**src/rtl/mem_bus_arbiter.sv**
```systemverilog
// Two-requester memory port arbiter: round-robin grant, registered strobes,
// per-access timeout so a missing mem_ready cannot hang the bus.
module mem_bus_arbiter #(
  parameter int unsigned M       = 16,
  parameter int unsigned N       = 32,
  parameter int unsigned TIMEOUT = 255
) (
  input  logic         clk,
  input  logic         rst,
  input  logic         req0,
  input  logic         we0,
  input  logic [N-1:0] addr0,
  input  logic [M-1:0] wdata0,
  output logic         ack0,
  output logic [M-1:0] rdata0,
  input  logic         req1,
  input  logic         we1,
  input  logic [N-1:0] addr1,
  input  logic [M-1:0] wdata1,
  output logic         ack1,
  output logic [M-1:0] rdata1,
  output logic         err,
  output logic [N-1:0] mem_addr,
  output logic [M-1:0] mem_wdata,
  output logic         mem_re,
  output logic         mem_we,
  input  logic [M-1:0] mem_rdata,
  input  logic         mem_ready,
  output logic         owner
);

  // Counter holds 0..TIMEOUT-1; the last value is the final permitted ACCESS cycle.
  localparam int unsigned CW = (TIMEOUT < 2) ? 1 : $clog2(TIMEOUT);
  localparam logic [CW-1:0] CntLast = CW'(TIMEOUT - 1);

  typedef enum logic [1:0] {
    IDLE,
    ACCESS,
    DONE
  } state_t;

  state_t        state;
  logic [CW-1:0] cnt;
  logic          weLat;

  logic          anyReq;
  logic          grantSel;
  logic          grantWe;
  logic [N-1:0]  grantAddr;
  logic [M-1:0]  grantWdata;

  // Round-robin pick: on a tie the requester that is not the current owner wins.
  always_comb begin
    anyReq   = req0 | req1;
    grantSel = owner;
    if (req0 && req1) begin
      grantSel = ~owner;
    end else if (req0) begin
      grantSel = 1'b0;
    end else if (req1) begin
      grantSel = 1'b1;
    end
    grantWe    = grantSel ? we1    : we0;
    grantAddr  = grantSel ? addr1  : addr0;
    grantWdata = grantSel ? wdata1 : wdata0;
  end

  always_ff @(posedge clk or negedge rst) begin
    if (!rst) begin
      state     <= IDLE;
      cnt       <= '0;
      weLat     <= 1'b0;
      owner     <= 1'b1;
      ack0      <= 1'b0;
      ack1      <= 1'b0;
      err       <= 1'b0;
      rdata0    <= '0;
      rdata1    <= '0;
      mem_addr  <= '0;
      mem_wdata <= '0;
      mem_re    <= 1'b0;
      mem_we    <= 1'b0;
    end else begin
      case (state)
        IDLE: begin
          if (anyReq) begin
            owner     <= grantSel;
            weLat     <= grantWe;
            mem_addr  <= grantAddr;
            mem_wdata <= grantWdata;
            mem_re    <= ~grantWe;
            mem_we    <= grantWe;
            cnt       <= '0;
            state     <= ACCESS;
          end
        end

        ACCESS: begin
          if (mem_ready) begin
            mem_re <= 1'b0;
            mem_we <= 1'b0;
            err    <= 1'b0;
            state  <= DONE;
            if (owner) begin
              ack1 <= 1'b1;
              if (!weLat) rdata1 <= mem_rdata;
            end else begin
              ack0 <= 1'b1;
              if (!weLat) rdata0 <= mem_rdata;
            end
          end else if (cnt == CntLast) begin
            // Abort: complete the handshake with an error and zeroed read data.
            mem_re <= 1'b0;
            mem_we <= 1'b0;
            err    <= 1'b1;
            state  <= DONE;
            if (owner) begin
              ack1 <= 1'b1;
              if (!weLat) rdata1 <= '0;
            end else begin
              ack0 <= 1'b1;
              if (!weLat) rdata0 <= '0;
            end
          end else begin
            cnt <= cnt + CW'(1);
          end
        end

        DONE: begin
          ack0  <= 1'b0;
          ack1  <= 1'b0;
          err   <= 1'b0;
          state <= IDLE;
        end

        default: begin
          state <= IDLE;
        end
      endcase
    end
  end

  // Structural invariants of the handshake.
  assert property (@(posedge clk) disable iff (!rst) !(mem_re && mem_we));
  assert property (@(posedge clk) disable iff (!rst) !(ack0 && ack1));

endmodule

```
**config.mk**
```make
export PLATFORM = sky130hd
export DESIGN_NAME = mem_bus_arbiter
export DESIGN_NICKNAME = d
export VERILOG_FILES = /design/src/rtl/mem_bus_arbiter.sv
export SDC_FILE = /design/constraint.sdc
export NUM_CORES = 1
export LEC_CHECK = 0
export CORE_MARGIN = 2
export CORE_UTILIZATION = 35
export DETAILED_ROUTE_END_ITERATION = 10
export PLACE_DENSITY = 0.72
export SKIP_CTS_REPAIR_TIMING = 1
export SYNTH_ARGS = -nofsm -noshare
export SYNTH_HDL_FRONTEND = slang
export SYNTH_SLANG_ARGS = --single-unit
```
**constraint.sdc**
```tcl
create_clock -name clk -period 2.1 [get_ports clk]
set_clock_uncertainty 0.2 [all_clocks]
set_input_delay 0.42 -clock clk [delete_from_list [all_inputs] [get_ports clk]]
set_output_delay 0.42 -clock clk [all_outputs]
set_load 0.02 [all_outputs]
```
**After elaboration in Yosys (flattened, before gate mapping)**

Cells that the tools add are included.
Widths: inputs -> output; s select.

- Bits in registers: 97
- Input bits: 119
- Output and inout port bits: 86
- Word-level logic and storage cells: 78

- Add/subtract/negate cells: 1
- Equal/unequal tests: 7
- Mux-type cells: 41
- Bitwise logic cells: 4
- Reduce and logical (&&, ||, !) cells: 12

Operator list:

| operator | count |
|---|---|
| $mux 16 | 11 |
| $mux 32 | 1 |
| $mux 8 | 3 |
| $mux 1 | 16 |
| $pmux 8 s2 | 1 |
| $reduce_and 4->1 | 3 |
| $pmux 1 s2 | 5 |
| $add 8x1->8 const B | 1 |
| $eq 8x8->1 const B | 1 |
| $mux 2 | 3 |
| $ne 2x2->1 const B | 3 |
| $reduce_and 2->1 | 3 |
| $reduce_bool 2->1 | 3 |
| $pmux 2 s2 | 1 |
| $ne 3x3->1 const B | 1 |
| $not 1->1 | 3 |
| $reduce_and 3->1 | 1 |
| $eq 2x1->1 const B | 1 |
| $eq 2x2->1 const B | 1 |
| $logic_not 2->1 | 1 |
| $logic_and 1x1->1 | 1 |
| $or 1x1->1 | 1 |

**Logic depth before layout (Yosys ltp)**

- Word-level depth: 7
- Mapped depth: 7
- Depth with buffers taken out: 6

**Worst setup path before layout**

No wires, ideal clock.

- Path kind: reg2reg
- Start: reg cnt[0]
- End: reg rdata1[10]
- Library setup time: 0.125 ns
- Data arrival time: 1.754 ns
- Required time: 1.775 ns
- Slack: 0.021 ns
- Stages on the path, launching flop included: 8
- Path buffers: 1
- Clock period less this slack: 2.079 ns
- Cell sequence: dfrtp_1 inv_1 ha_1 nand3_1 o21ai_4 nand4b_4 buf_6 mux2_4

- Cells in the longest elaborated chain, start to end: 3

RTL lines:

| item | RTL line | source |
|---|---|---|
| start: declaration | 43 | `logic [CW-1:0] cnt;` |
| start signal: assignment | 125 | `cnt <= cnt + CW'(1);` |
| $eq 8x8->1 | 111 | `end else if (cnt == CntLast) begin` |
| $reduce_bool 2->1 (no source line) | -- |  |
| $reduce_and 4->1 (no source line) | -- |  |
| end signal: assignment | 106 | `if (!weLat) rdata1 <= mem_rdata;` |
| end: declaration | 21 | `output logic [M-1:0] rdata1,` |

No other way between the ends.
A chain may end at the register's enable or synchronous reset.

**Worst setup path in the final report**

- Start: reg cnt[1]
- End: reg rdata1[8]

The elaborated chain is that of the path after synthesis.

==> flow_metrics.py <==
metrics = {
    "outcome": {
        "status": "finished clean",
    },
    "critical_path": {
        "cp_top_family": "flip-flops",
        "cp_cell_sequence": "ha_4 > nand3_4 > o21ai_4 > nand4b_4 > clkbuf_16 > mux2_4",
        "path_buf_inv": 1,
        "cp.arrival_ps": 2060,
        "required_ps": 2130,
        "startpoint_type": "flip-flop",
        "cpPeakStageDelay_ps": 440,
        "end_kind": "flip-flop",
        "critPathKind": "flip-flop to flip-flop",
        "slowest_stage": "dfrtp_1",
        "cp_max_fo": 8,
    },
    "power": {
        "power.leakage_nw": 3.27,
        "p_per_area_nw_per_um2": 1360,
        "p_comb_share_pct": 52.9,
        "p_int_mw": 6.18,
        "peakVddDrop_mv": 0.669,
        "power.share.clock_pct": 15.9,
        "power_switching_share_pct": 38.4,
        "seq_power_share_pct": 31.2,
        "power_switching_mw": 3.86,
    },
    "die": {
        "rows": 41,
        "die_w_microns": 118,
        "core_area_sq_um": 12600,
        "chipHeight_microns": 118,
        "io_pins": 205,
        "die_area_sq_um": 13900,
        "start_util_pct": 36.0,
    },
    "cells_and_area": {
        "fin_util_pct": 58.3,
        "layout-drive-gt1-share_pct": 15.2,
        "num_antenna_cells": 0,
        "syn2layout_area_growth_pct": 62.2,
        "fin_nets": 746,
        "fin_area_sq_um": 7360,
    },
    "routing": {
        "wl_per_cell_microns": 15.3,
        "postRouteAntennaNets": 0,
        "finalWirelength_microns": 12200,
        "first_pass_iters": 4,
        "via_per_inst": 4.81,
        "drc": 0,
        "num_vias": 3845,
        "drt-initial-drc-count": 155,
    },
    "synth": {
        "ys_types": 42,
        "synth_area_sq_um": 4540,
        "syn_nets": 523,
        "ys_ff_latch": 97,
        "syn_inst": 399,
        "syn_area_per_cell_sq_um": 11.4,
        "yosysSeqAreaShare_pct": 53.5,
        "ys_warn_count": 0,
    },
    "timing": {
        "drv_slew": 0,
        "tightest_slew_ps": 514,
        "finalSetupViolations": 0,
        "timing.final.crit_period_ps": 2030,
        "finalHoldViolCount": 0,
        "fmax_mhz": 492,
        "fin_crit_sh_pct": 96.8,
        "max_slew_margin_pct": 65.7,
    },
    "placement": {
        "placed_area_sq_um": 6970,
        "place_congestion": 0.913,
        "dp_hpwl_microns": 9210,
        "io_buffer_count": 204,
    },
    "clocking": {
        "htree_levels": 3,
        "clk_path_buf_depth": 2,
        "cts_tree": "built",
        "cts.sink_count": 97,
        "root_buffer": "clkbuf_16",
        "clk_latency_ps": 340,
        "cts_inserted_buffers": 9,
        "clk_pin_slew_ps": 70,
    },
    "grt": {
        "first_global_vias": 4045,
        "grt.total_usage_pct": 17.6,
        "grt_max_degree": 98,
        "grt_pass1_wl_microns": 20000,
        "antenna_found_initial": 0,
        "grt_overflow_total": 0,
    },
    "flow_run": {
        "drv_cap": 0,
    },
    "worst_hold_path": {
        "min_path_type": "flip-flop to flip-flop",
    },
}
## power by group through the flow
stage	sequential, mW	clock, mW	combinational (mW)
after floorplan	4.04	0	1.81
after global placement	3.12	0	5.16
after detailed placement	3.16	0	5.26
after CTS	3.14	1.65	5.27
after global routing	3.24	1.72	5.70
final	3.13	1.59	5.30
## Yosys cell counts (all sizes together)
library cell  number  area share [%]
o21ai             60             6.9
ha                 5             1.4
o221ai             1            0.19
a21oi              3            0.33
or3                2            0.28
clkbuf            13             1.1
o211ai             3            0.50
and2              16             2.2
nand4              1            0.47
a2bb2oi            2            0.39
a21boi             1            0.17
a21bo              1            0.22
or3b               1            0.19
o311ai             1            0.19
or4                2            0.33
a31oi              2            0.28
a41oi              1            0.19
o211a              1            0.22
nand2             59             4.9
inv               10            0.83
nand3              7             1.0
o31ai              2            0.33
and4               1            0.19
and4b              1            0.22
o22a               2            0.39
dfrtp             96              53
nor3               1            0.11
buf               10             1.4
a32o               1            0.22
o31a               1            0.19
nor3b              1            0.17
mux2              33             9.0
nor2               6            0.50
nand4b             2            0.72
mux2i             49              11
dfstp              1            0.58
## cells in the final DEF, fill, tap and decap left out, drive strengths merged, types with 2 or more instances in the layout
cell type,n
nand4b,2
clkdlybuf4s50,202
mux2i,49
a31oi,2
clkbuf,10
or4,2
o31ai,2
dfrtp,96
o22a,2
a21oi,3
and2,16
o211ai,3
nand3,7
nand2,59
a2bb2oi,2
nor2,6
ha,5
buf,30
mux2,33
clkinvlp,2
o21ai,60
or3,2
inv,14
## layout make-up
type / count / area [sq um]
well taps: 172 / 215
multi-input cells: 269 / 2020
fillers: 1071 / 5260
inverters: 10 / 37.5
flip-flops and latches: 97 / 2430
repair buffers: 235 / 2370
clock buffers: 9 / 225
clock inverters: 7 / 61.3
## per-stage QoR
stage               hold WS (ps)  power [mW]  setup TNS [ps]  std cells  worst slack, ps
detailed placement           270        8.42           -6060        779             -161
global placement             261        8.28           -3580        779             -111
CTS                        -55.0        10.1           -51.7        795            -47.1
finish                       280        10.0               0        799             66.4
floorplan                  -75.6        5.86               0        399             21.2
global route                 307        10.7           -45.7        799            -12.5
## metal layers
layer  track usage [%]  up-vias  wire length [microns]
met2              29.7      158                   5930
li1                  -     1854                      -
met1              21.1     1809                   5050
met3              5.04       24                    907
met4              6.78        0                    299
met5                 0        -                      0
## state kept, by name, indices dropped and copies added, names as in the netlist
register,cells
rdata1,16
mem_re,1
cnt,8
owner,1
mem_addr,32
ack1,1
rdata0,16
err,1
mem_wdata,16
ack0,1
weLat,1
state,2
mem_we,1
## cells by family (layout without fill, tap and decap cells)
family	count (synthesis)	count (layout)	synth area share (%)
compound gates	82	82	10.7
fa+ha+maj	5	5	1.38
flops	97	97	53.5
simple gates	100	100	11.3
buf+inv	33	261	3.28
mux	82	82	19.8
## worst min-delay path, stage by stage (launching register included)
cell,delay (ps)
dfrtp_1,340
nand2_1,50
o21ai_0,60
## final timing paths
path | cells past startpoint | endpoint | start | slack [ps]
max in group asynchronous | 3 | mem_addr[23]$_DFFE_PN0P_ | rst | 820
setup reg to reg | 6 | rdata1[8]$_DFFE_PN0P_ | cnt[1]$_DFFE_PN0P_ | 70
hold reg to reg | 2 | mem_wdata[2]$_DFFE_PN0P_ | mem_wdata[2]$_DFFE_PN0P_ | 280
min in group asynchronous | 3 | rdata1[12]$_DFFE_PN0P_ | rst | 480
hold / removal | 2 | mem_wdata[2]$_DFFE_PN0P_ | mem_wdata[2]$_DFFE_PN0P_ | 280
setup / recovery | 6 | rdata1[8]$_DFFE_PN0P_ | cnt[1]$_DFFE_PN0P_ | 70
Note: power is estimated with default switching activity, not from simulation.
